==> config.mk <==
export PLATFORM = sky130hd
export DESIGN_NAME = systolic_feeder
export DESIGN_NICKNAME = d
export VERILOG_FILES = /design/src/rtl/systolic_feeder_pkg.sv /design/src/rtl/systolic_feeder_skew.sv /design/src/rtl/systolic_feeder.sv
export SDC_FILE = /design/constraint.sdc
export NUM_CORES = 1
export LEC_CHECK = 0
export CAP_MARGIN = 20
export CELL_PAD_IN_SITES_DETAIL_PLACEMENT = 0
export CELL_PAD_IN_SITES_GLOBAL_PLACEMENT = 1
export CORE_ASPECT_RATIO = 0.7
export CORE_MARGIN = 4
export CORE_UTILIZATION = 43
export CTS_CLUSTER_SIZE = 30
export DETAILED_ROUTE_END_ITERATION = 16
export HOLD_SLACK_MARGIN = 0.06
export PLACE_DENSITY_LB_ADDON = 0.1
export SETUP_SLACK_MARGIN = 0.05
export SYNTH_ARGS = -nofsm -noshare
export SYNTH_HDL_FRONTEND = slang
export SYNTH_SLANG_ARGS = --single-unit
export TNS_END_PERCENT = 30
==> constraint.sdc <==
create_clock -name clk_i -period 3 [get_ports clk_i]
set_clock_uncertainty 0.2 [all_clocks]
set_input_delay 0.3 -clock clk_i [delete_from_list [all_inputs] [get_ports clk_i]]
set_output_delay 0.3 -clock clk_i [all_outputs]
set_load 0.05 [all_outputs]
==> src/rtl/systolic_feeder_pkg.sv <==
// Shared definitions for the systolic array feeder: FSM encoding, drain
// length helper and the lane-slice macro for DIM*DATA_WIDTH packed vectors.
package systolic_feeder_pkg;

  typedef enum logic [1:0] {
    ST_IDLE  = 2'd0,
    ST_LOAD  = 2'd1,
    ST_DRAIN = 2'd2,
    ST_DONE  = 2'd3
  } feeder_state_e;

  // Cycles needed after the last slice until the far-corner PE has consumed
  // its final operand pair.
  function automatic int drain_cycles(input int dim);
    return 2 * dim - 1;
  endfunction

endpackage

// Lane idx of a packed vector whose lanes are w bits wide.
`ifndef FEEDER_LANE
`define FEEDER_LANE(vec, idx, w) vec[(idx)*(w) +: (w)]
`endif

==> src/rtl/systolic_feeder_skew.sv <==
// skew_line: DEPTH-stage shift register with advance enable and synchronous
// clear. Lane i of the feeder uses DEPTH = i+1 to build the diagonal wavefront.
module skew_line #(
  parameter int DATA_WIDTH = 8,
  parameter int DEPTH      = 1
) (
  input  logic                  clk_i,
  input  logic                  rst_n_i,
  input  logic                  clr_i,
  input  logic                  adv_i,
  input  logic [DATA_WIDTH-1:0] d_i,
  output logic [DATA_WIDTH-1:0] q_o
);

  logic [DATA_WIDTH-1:0] stage_q [DEPTH];
  logic [DATA_WIDTH-1:0] stage_d [DEPTH];

  // Next-stage values: clear wins over advance, otherwise hold.
  always_comb begin
    for (int s = 0; s < DEPTH; s++) stage_d[s] = stage_q[s];
    if (clr_i) begin
      for (int s = 0; s < DEPTH; s++) stage_d[s] = '0;
    end else if (adv_i) begin
      stage_d[0] = d_i;
      for (int s = 1; s < DEPTH; s++) stage_d[s] = stage_q[s-1];
    end
  end

  // Stage registers.
  always_ff @(posedge clk_i or negedge rst_n_i) begin
    if (!rst_n_i) begin
      for (int s = 0; s < DEPTH; s++) stage_q[s] <= '0;
    end else begin
      stage_q <= stage_d;
    end
  end

  assign q_o = stage_q[DEPTH-1];

endmodule

==> src/rtl/systolic_feeder.sv <==
// systolic_feeder: skews A columns / B rows into the west and north edges of
// a DIM x DIM systolic array and sequences the array enable.
// Optional macro FEEDER_STALL_CNT_EN adds stall_cnt_o, a saturating count of
// LOAD cycles without a valid slice.
//
// Handshake: a slice transfers on a rising edge where vec_valid_i and
// vec_ready_o are both high; vec_ready_o is high exactly in LOAD and does not
// depend on vec_valid_i.
module systolic_feeder
  import systolic_feeder_pkg::*;
#(
  parameter int DATA_WIDTH = 8,
  parameter int DIM        = 4,
  parameter int K_WIDTH    = 8
) (
  input  logic                      clk_i,
  input  logic                      rst_n_i,
  input  logic                      start_i,
  input  logic [K_WIDTH-1:0]        k_len_i,
  input  logic                      vec_valid_i,
  output logic                      vec_ready_o,
  input  logic [DIM*DATA_WIDTH-1:0] vec_a_i,
  input  logic [DIM*DATA_WIDTH-1:0] vec_b_i,
  output logic [DIM*DATA_WIDTH-1:0] data_a_o,
  output logic [DIM*DATA_WIDTH-1:0] data_b_o,
  output logic                      start_operation_o,
  output logic                      busy_o,
  output logic                      done_o,
  input  logic                      result_ack_i,
`ifdef FEEDER_STALL_CNT_EN
  output logic [15:0]               stall_cnt_o,
`endif
  output feeder_state_e             state_o
);

  localparam int DRAIN_CYCLES = drain_cycles(DIM);
  localparam int DC_W         = $clog2(DRAIN_CYCLES + 1);

  feeder_state_e      state_q, state_d;
  logic [K_WIDTH-1:0] k_len_q, k_len_d;
  logic [K_WIDTH-1:0] k_cnt_q, k_cnt_d;
  logic [DC_W-1:0]    drain_cnt_q, drain_cnt_d;
  logic               start_op_q, start_op_d;
  logic               accept;

  assign accept = (state_q == ST_LOAD) && vec_valid_i;

  // Next state, slice/drain counters and the registered array enable.
  always_comb begin
    state_d     = state_q;
    k_len_d     = k_len_q;
    k_cnt_d     = k_cnt_q;
    drain_cnt_d = drain_cnt_q;
    unique case (state_q)
      ST_IDLE: begin
        if (start_i) begin
          k_len_d     = k_len_i;
          k_cnt_d     = '0;
          drain_cnt_d = '0;
          state_d     = (k_len_i != '0) ? ST_LOAD : ST_DRAIN;
        end
      end
      ST_LOAD: begin
        if (vec_valid_i) begin
          k_cnt_d = k_cnt_q + K_WIDTH'(1);
          if (k_cnt_q == k_len_q - K_WIDTH'(1)) begin
            state_d     = ST_DRAIN;
            drain_cnt_d = '0;
          end
        end
      end
      ST_DRAIN: begin
        if (drain_cnt_q == DC_W'(DRAIN_CYCLES - 1)) state_d = ST_DONE;
        else drain_cnt_d = drain_cnt_q + DC_W'(1);
      end
      ST_DONE: begin
        // Ack wins over a concurrent start; that start is dropped.
        if (result_ack_i) state_d = ST_IDLE;
      end
      default: state_d = ST_IDLE;
    endcase
    start_op_d = (state_d != ST_IDLE);
  end

  // Control registers.
  always_ff @(posedge clk_i or negedge rst_n_i) begin
    if (!rst_n_i) begin
      state_q     <= ST_IDLE;
      k_len_q     <= '0;
      k_cnt_q     <= '0;
      drain_cnt_q <= '0;
      start_op_q  <= 1'b0;
    end else begin
      state_q     <= state_d;
      k_len_q     <= k_len_d;
      k_cnt_q     <= k_cnt_d;
      drain_cnt_q <= drain_cnt_d;
      start_op_q  <= start_op_d;
    end
  end

  assign vec_ready_o       = (state_q == ST_LOAD);
  assign busy_o            = (state_q != ST_IDLE);
  assign done_o            = (state_q == ST_DONE);
  assign start_operation_o = start_op_q;
  assign state_o           = state_q;

  // Skew lines: zeros are shifted in on every non-accepting cycle so bubbles
  // and the drain tail contribute nothing to the PE accumulators.
  for (genvar i = 0; i < DIM; i++) begin : g_lane
    logic [DATA_WIDTH-1:0] a_in, b_in;
    assign a_in = accept ? `FEEDER_LANE(vec_a_i, i, DATA_WIDTH) : '0;
    assign b_in = accept ? `FEEDER_LANE(vec_b_i, i, DATA_WIDTH) : '0;

    skew_line #(.DATA_WIDTH(DATA_WIDTH), .DEPTH(i + 1)) u_skew_a (
      .clk_i   (clk_i),
      .rst_n_i (rst_n_i),
      .clr_i   (state_q == ST_IDLE),
      .adv_i   (state_q != ST_IDLE),
      .d_i     (a_in),
      .q_o     (`FEEDER_LANE(data_a_o, i, DATA_WIDTH))
    );

    skew_line #(.DATA_WIDTH(DATA_WIDTH), .DEPTH(i + 1)) u_skew_b (
      .clk_i   (clk_i),
      .rst_n_i (rst_n_i),
      .clr_i   (state_q == ST_IDLE),
      .adv_i   (state_q != ST_IDLE),
      .d_i     (b_in),
      .q_o     (`FEEDER_LANE(data_b_o, i, DATA_WIDTH))
    );
  end

`ifdef FEEDER_STALL_CNT_EN
  logic [15:0] stall_cnt_q, stall_cnt_d;

  // Saturating count of LOAD cycles without a slice; restarts with each job.
  always_comb begin
    stall_cnt_d = stall_cnt_q;
    if (state_q == ST_IDLE && start_i) stall_cnt_d = '0;
    else if (state_q == ST_LOAD && !vec_valid_i && stall_cnt_q != 16'hFFFF)
      stall_cnt_d = stall_cnt_q + 16'd1;
  end

  // Stall counter register.
  always_ff @(posedge clk_i or negedge rst_n_i) begin
    if (!rst_n_i) stall_cnt_q <= '0;
    else          stall_cnt_q <= stall_cnt_d;
  end

  assign stall_cnt_o = stall_cnt_q;
`endif

endmodule

==> results of run 1 <==
report_power, final:
| part | switching, uW | internal [uW] | total, uW |
|---|---|---|---|
| combinational | 2130 | 1340 | 3470 |
| sequential | 331 | 3240 | 3580 |
| clock | 896 | 1200 | 2100 |
| total | 3360 | 5790 | 9150 |
stage by stage:
stage | setup slack (ns) | total power [uW]
after floorplan | 0.731 | 6320
after global placement | 0.797 | 7080
after detailed placement | 0.741 | 7150
after CTS | 0.317 | 9290
after global routing | 0.240 | 9710
final | 0.335 | 9150
flip-flops by register name, summed over array words and instances, names as in the netlist:
name	count
state_o	2
g_lane.u_skew_a.q_o	32
k_cnt_q	8
g_lane.u_skew_b.stage_q	48
start_operation_o	1
g_lane.u_skew_a.stage_q	48
k_len_q	8
drain_cnt_q	3
g_lane.u_skew_b.q_o	32
final cells by class:
type,instances,share of cell area [%]
Clock buffer,20,5.38
Sequential cell,182,52.5
Timing Repair Buffer,155,18.0
Tap cell,200,2.89
Inverter,5,0.216
Multi-Input combinational cell,259,20.0
Clock inverter,10,1.10
Yosys cell counts (2+ instances only):
library cell / n / area [um^2]
xnor2_1: 7 / 61.3
buf_4: 49 / 368
a31oi_1: 2 / 12.5
o21ai_0: 6 / 30.0
nor3b_1: 2 / 15.0
a21oi_1: 5 / 25.0
inv_1: 5 / 18.8
nor4_1: 4 / 25.0
nor2_1: 12 / 45.0
xor2_1: 7 / 61.3
ha_1: 4 / 50.1
mux2_2: 7 / 78.8
clkbuf_1: 19 / 71.3
and2_1: 161 / 1010
mux2i_1: 2 / 20.0
dfrtp_1: 182 / 4550
nand3_1: 2 / 10.0
nand3b_1: 3 / 22.5
nand2_1: 9 / 33.8
nor3_1: 2 / 10.0
o31ai_1: 2 / 15.0
buf_2: 2 / 10.0
nand2b_1: 3 / 18.8
worst max-delay path: cells and delay by family, from the launching register on:
kind	cells	cell delay (ns)
buffers and inverters	2	0.97
DFF	1	0.53
and+or+nand+nor	1	0.25
worst paths after layout:
path / startpoint / end / slack [ns] / cells after the start
max: state_o[1] / vec_ready_o / 0.33 / 3
min: vec_b_i[0] / g_lane[0].u_skew_b.q_o[0] / 0.23 / 2
max reg2reg: k_len_q[0] / state_o[0] / 0.70 / 7
min reg2reg: g_lane[3].u_skew_b.stage_q[16] / g_lane[3].u_skew_b.stage_q[8] / 0.24 / 1
max in group asynchronous: rst_n_i / g_lane[1].u_skew_a.q_o[4] / 1.49 / 3
min in group asynchronous: rst_n_i / k_len_q[6] / 0.26 / 2
kinds of logic (layout without fill, tap and decap cells):
kind of cell | Yosys count | in the layout | synth area share [%]
and+or+nand+nor | 207 | 207 | 18.9
DFF | 182 | 182 | 67.3
buffers and inverters | 76 | 190 | 7.09
AOI/OAI and AO/OA | 24 | 24 | 2.39
xor gates and xnor gates | 15 | 15 | 2.05
muxes | 9 | 9 | 1.46
adders and majority gates | 4 | 4 | 0.740
layer usage:
| metal | vias to the layer above | wire length, um |
|---|---|---|
| li1 | 1781 | - |
| met1 | 1820 | 5220 |
| met2 | 112 | 5320 |
| met3 | 20 | 980 |
| met4 | 0 | 263 |
| met5 | - | 0 |
==> flow_summary.json, run 1 <==
{
  "status": "finished clean",
  "yosysWarnings": 0,
  "synth_edf_count": 0,
  "maxCapViolCount": 0,
  "cts_buffers": 17,
  "cp_cell_sequence": "nand2b_1, inv_1, clkdlybuf4s50_1",
  "hp-class": "primary input to register",
  "ios": 147,
  "vias": 3733,
  "grt_antenna_before_repair": 0,
  "async_flop_share_pct": 100,
  "diodes": 0,
  "syn-mean-instance-area_um2": 13.1,
  "start_kind": "register",
  "finalSetupViolCount": 0,
  "period_needed_ns": 2.67,
  "die-height_um": 113,
  "cts_buffer_depth": 2,
  "period_share_pct": 88.8,
  "routabilityCongestion": 0.805,
  "cts_resized": 0,
  "die_w_um": 158,
  "worstSetupPathType": "register to primary output",
  "clk_latency_ns": 0.42,
  "layout_commonest_cell": "dfrtp_1",
  "grt-busiest-layer": "met2",
  "ys_seq_elements": 182,
  "netlist_area_um2": 6760,
  "slew_viol_final": 0,
  "multi_input_area_um2": 1730,
  "cpPeakStageDelay_ns": 0.82,
  "end_kind": "primary output",
  "hold_violations": 0,
  "tightest_slew_ns": 0.720,
  "cts.sinks": 182,
  "fmax_mhz": 375,
  "use_met3_pct": 6.46,
  "utilization_pct": 56.1,
  "ant_nets": 0,
  "drc_errors": 0,
  "critPathMaxFanout": 13,
  "routed_wl_um": 11800,
  "vias_per_cell": 4.49,
  "cts-root-buf": "clkbuf_16",
  "holdWs_ns": 0.233,
  "fin_cells": 831,
  "start_util_pct": 43.8,
  "power_density_nw_per_um2": 1050,
  "design_area_um2": 8670,
  "htreeDepth": 4,
  "post_drt_wl_per_cell_um": 14.2,
  "synth-seq-area-share_pct": 67.3,
  "fillers": 1268,
  "drt-initial-drc-count": 158,
  "cp_data_arrival_time_ns": 2.17,
  "syn_nets": 598,
  "area_growth_pct": 28.3,
  "post_cts_buffers": 0,
  "syn_inst": 517,
  "drive_gt1_share_pct": 8.56,
  "hpwl_um": 7940,
  "track_usage_pct": 14.3,
  "grt_pass1_wl_um": 19700,
  "clkTransAtPathRegs_ns": 0.07,
  "die-area_um2": 17800,
  "synth.distinct_cells": 43,
  "cp.required_ns": 2.50,
  "p_leak_uw": 0.00397,
  "core_area_um2": 15500,
  "timing.setup.tns_ns": 0,
  "grt_max_degree": 90,
  "grtUsageMet1_pct": 18.5,
  "synth_flop_cell": "dfrtp_1",
  "io_buffers": 146,
  "ir_drop_uv": 395,
  "rows": 38,
  "dpl_cell_area_um2": 8100,
  "placed_cells": 800,
  "overflow": 0,
  "dr.pass1.iters": 4,
  "rsz0062_at_grt": "no",
  "seq_area_um2": 4550,
  "met2_usage_pct": 21.1,
  "cts_tree": "built",
  "holdBufCountCts": 1,
  "nets": 701,
  "slowest_stage": "clkdlybuf4s50_1",
  "final_cell_mix": "182 x dfrtp_1, 161 x and2_1, 144 x clkdlybuf4s50_1",
  "grt_pass1_vias": 3883,
  "relSlewSlack_pct": 52.0
}
Note: power is estimated with default switching activity, not from simulation.
==> run 2, diff against run 1 <==
--- a/config.mk
+++ b/config.mk
@@ -5,7 +5,6 @@
 export SDC_FILE = /design/constraint.sdc
 export NUM_CORES = 1
 export LEC_CHECK = 0
-export CAP_MARGIN = 20
 export CELL_PAD_IN_SITES_DETAIL_PLACEMENT = 0
 export CELL_PAD_IN_SITES_GLOBAL_PLACEMENT = 1
 export CORE_ASPECT_RATIO = 0.7
==> results of run 2 <==
Same layout as run 1: the final DEF is identical, and so are final timing and power.
==> run 3, diff against run 2 <==
--- a/config.mk
+++ b/config.mk
@@ -14,6 +14,7 @@
 export DETAILED_ROUTE_END_ITERATION = 16
 export HOLD_SLACK_MARGIN = 0.06
 export PLACE_DENSITY_LB_ADDON = 0.1
+export REMOVE_ABC_BUFFERS = 1
 export SETUP_SLACK_MARGIN = 0.05
 export SYNTH_ARGS = -nofsm -noshare
 export SYNTH_HDL_FRONTEND = slang
==> flow_summary.json, run 3 (same netlist as run 1, synthesis figures left out) <==
{
  "status": "finished clean",
  "fmax_mhz": 376,
  "reg2reg_depth": 7,
  "grt_antenna_before_repair": 0,
  "hp-class": "primary input to async pin",
  "period_share_pct": 88.6,
  "layout_commonest_cell": "dfrtp_1",
  "final_cell_mix": "182 x dfrtp_1, 161 x and2_1, 144 x clkdlybuf4s50_1",
  "period_needed_ns": 2.66,
  "p_leak_uw": 0.00396,
  "power_density_nw_per_um2": 1060,
  "dr.pass1.iters": 4,
  "die-area_um2": 17800,
  "vias": 3756,
  "cp-startpoint": "state_o[1]",
  "diodes": 0,
  "cp.required_ns": 2.50,
  "drc_errors": 0,
  "start_util_pct": 43.8,
  "grt_max_degree": 67,
  "timing.setup.tns_ns": 0,
  "routabilityCongestion": 0.792,
  "ios": 147,
  "hold_violations": 0,
  "utilization_pct": 56.1,
  "end_kind": "primary output",
  "r2r_end": "state_o[1]",
  "die_w_um": 158,
  "io_buffers": 146,
  "start_kind": "register",
  "die-height_um": 113,
  "maxCapViolCount": 0,
  "grt_pass1_vias": 3894,
  "endpoint": "vec_ready_o",
  "worstSetupPathType": "register to primary output",
  "reg.largest.list": "g_lane.u_skew_a.stage_q (48), g_lane.u_skew_b.stage_q (48)",
  "place_ws_ns": 0.698,
  "nets": 700,
  "cp_data_arrival_time_ns": 2.16,
  "ant_nets": 0,
  "relSlewSlack_pct": 58.0,
  "cts-root-buf": "clkbuf_16",
  "rsz0062_at_grt": "no",
  "finalSetupViolCount": 0,
  "cts_tree": "built",
  "tightest_slew_ns": 0.630,
  "vias_per_cell": 4.51,
  "hpwl_um": 8040,
  "clk_latency_ns": 0.42,
  "core_area_um2": 15500,
  "r2r_start": "k_len_q[0]",
  "overflow": 0,
  "cts.sinks": 182,
  "drive_gt1_share_pct": 8.54,
  "post_drt_wl_per_cell_um": 14.5,
  "cts_buffer_depth": 2,
  "cts_resized": 0,
  "rrSetupSlack_ns": 0.70,
  "critPathMaxFanout": 13,
  "slew_viol_final": 0,
  "rows": 38,
  "routed_wl_um": 12100,
  "worst_slack_ns": 0.343,
  "grt_pass1_wl_um": 20300,
  "cts_buffers": 17,
  "area_growth_pct": 28.2,
  "htreeDepth": 4,
  "drt-initial-drc-count": 255,
  "ir_drop_uv": 490,
  "clkTransAtPathRegs_ns": 0.07,
  "track_usage_pct": 14.8
}
run 3: cell types whose count changed in the layout (fill, tap and decap cells not counted), sizes merged:
cell | previous run | this run
buf | 9 | 8
inv | 8 | 10
clkbuf | 21 | 20
clkinv | 4 | 5
run 3: per-layer routing:
| layer | up-vias | GRT usage, % | wire length [um] | part of all wire, % |
|---|---|---|---|---|
| met2 | 116 | 20.9 | 5250 | 44 |
| li1 | 1778 | - | - | - |
| met4 | 0 | 5.04 | 160 | 1.3 |
| met1 | 1847 | 19.7 | 5360 | 44 |
| met5 | - | 0 | 0 | 0 |
| met3 | 15 | 7.80 | 1280 | 11 |
run 3: timing repair:
item	4_1_cts	5_1_grt
hold buffers	1	0
hold endpoints to repair	63	0
setup buffers	0	0
run 3: area by class of cell:
class | count | area (um^2)
repair buffers | 154 | 1550
clock inverters | 13 | 120
multi-input cells | 259 | 1730
inverters | 5 | 18.8
fillers | 1262 | 6790
clock buffers | 19 | 443
flip-flops and latches | 182 | 4550
well taps | 200 | 250
run 3: worst min-delay path by stage:
stage | start | end | cells after the start
2_1_floorplan | rst_n_i | drain_cnt_q[0] | 0
3_3_place_gp | rst_n_i | g_lane[3].u_skew_b.q_o[6] | 1
3_5_place_dp | rst_n_i | g_lane[3].u_skew_b.q_o[6] | 1
4_1_cts | vec_b_i[20] | g_lane[2].u_skew_b.stage_q[20] | 2
5_1_grt | vec_b_i[9] | g_lane[1].u_skew_b.stage_q[9] | 2
6_report | rst_n_i | g_lane[2].u_skew_a.q_o[0] | 2
run 3: per-stage QoR:
step / std cells / hold WS (ns) / area (um^2) / total power [uW]
2_1_floorplan: 446 / -0.196 / 6300 / 5860
3_3_place_gp: 799 / 0.125 / 8090 / 7080
3_5_place_dp: 799 / 0.132 / 8090 / 7160
4_1_cts: 832 / 0.203 / 8670 / 9310
5_1_grt: 832 / 0.207 / 8670 / 9750
6_report: 832 / 0.225 / 8670 / 9180
run 3: worst max-delay path, cell delays in order, from the launching register on:
cell and delay, ns:
dfrtp_1 0.52, nand2b_1 0.24, inv_1 0.15, clkdlybuf4s50_1 0.82
run 3: where the power goes:
part	switching, uW	internal [uW]	total [uW]
clock	938	1180	2110
sequential	347	3240	3590
combinational	2140	1330	3470
total	3430	5750	9180
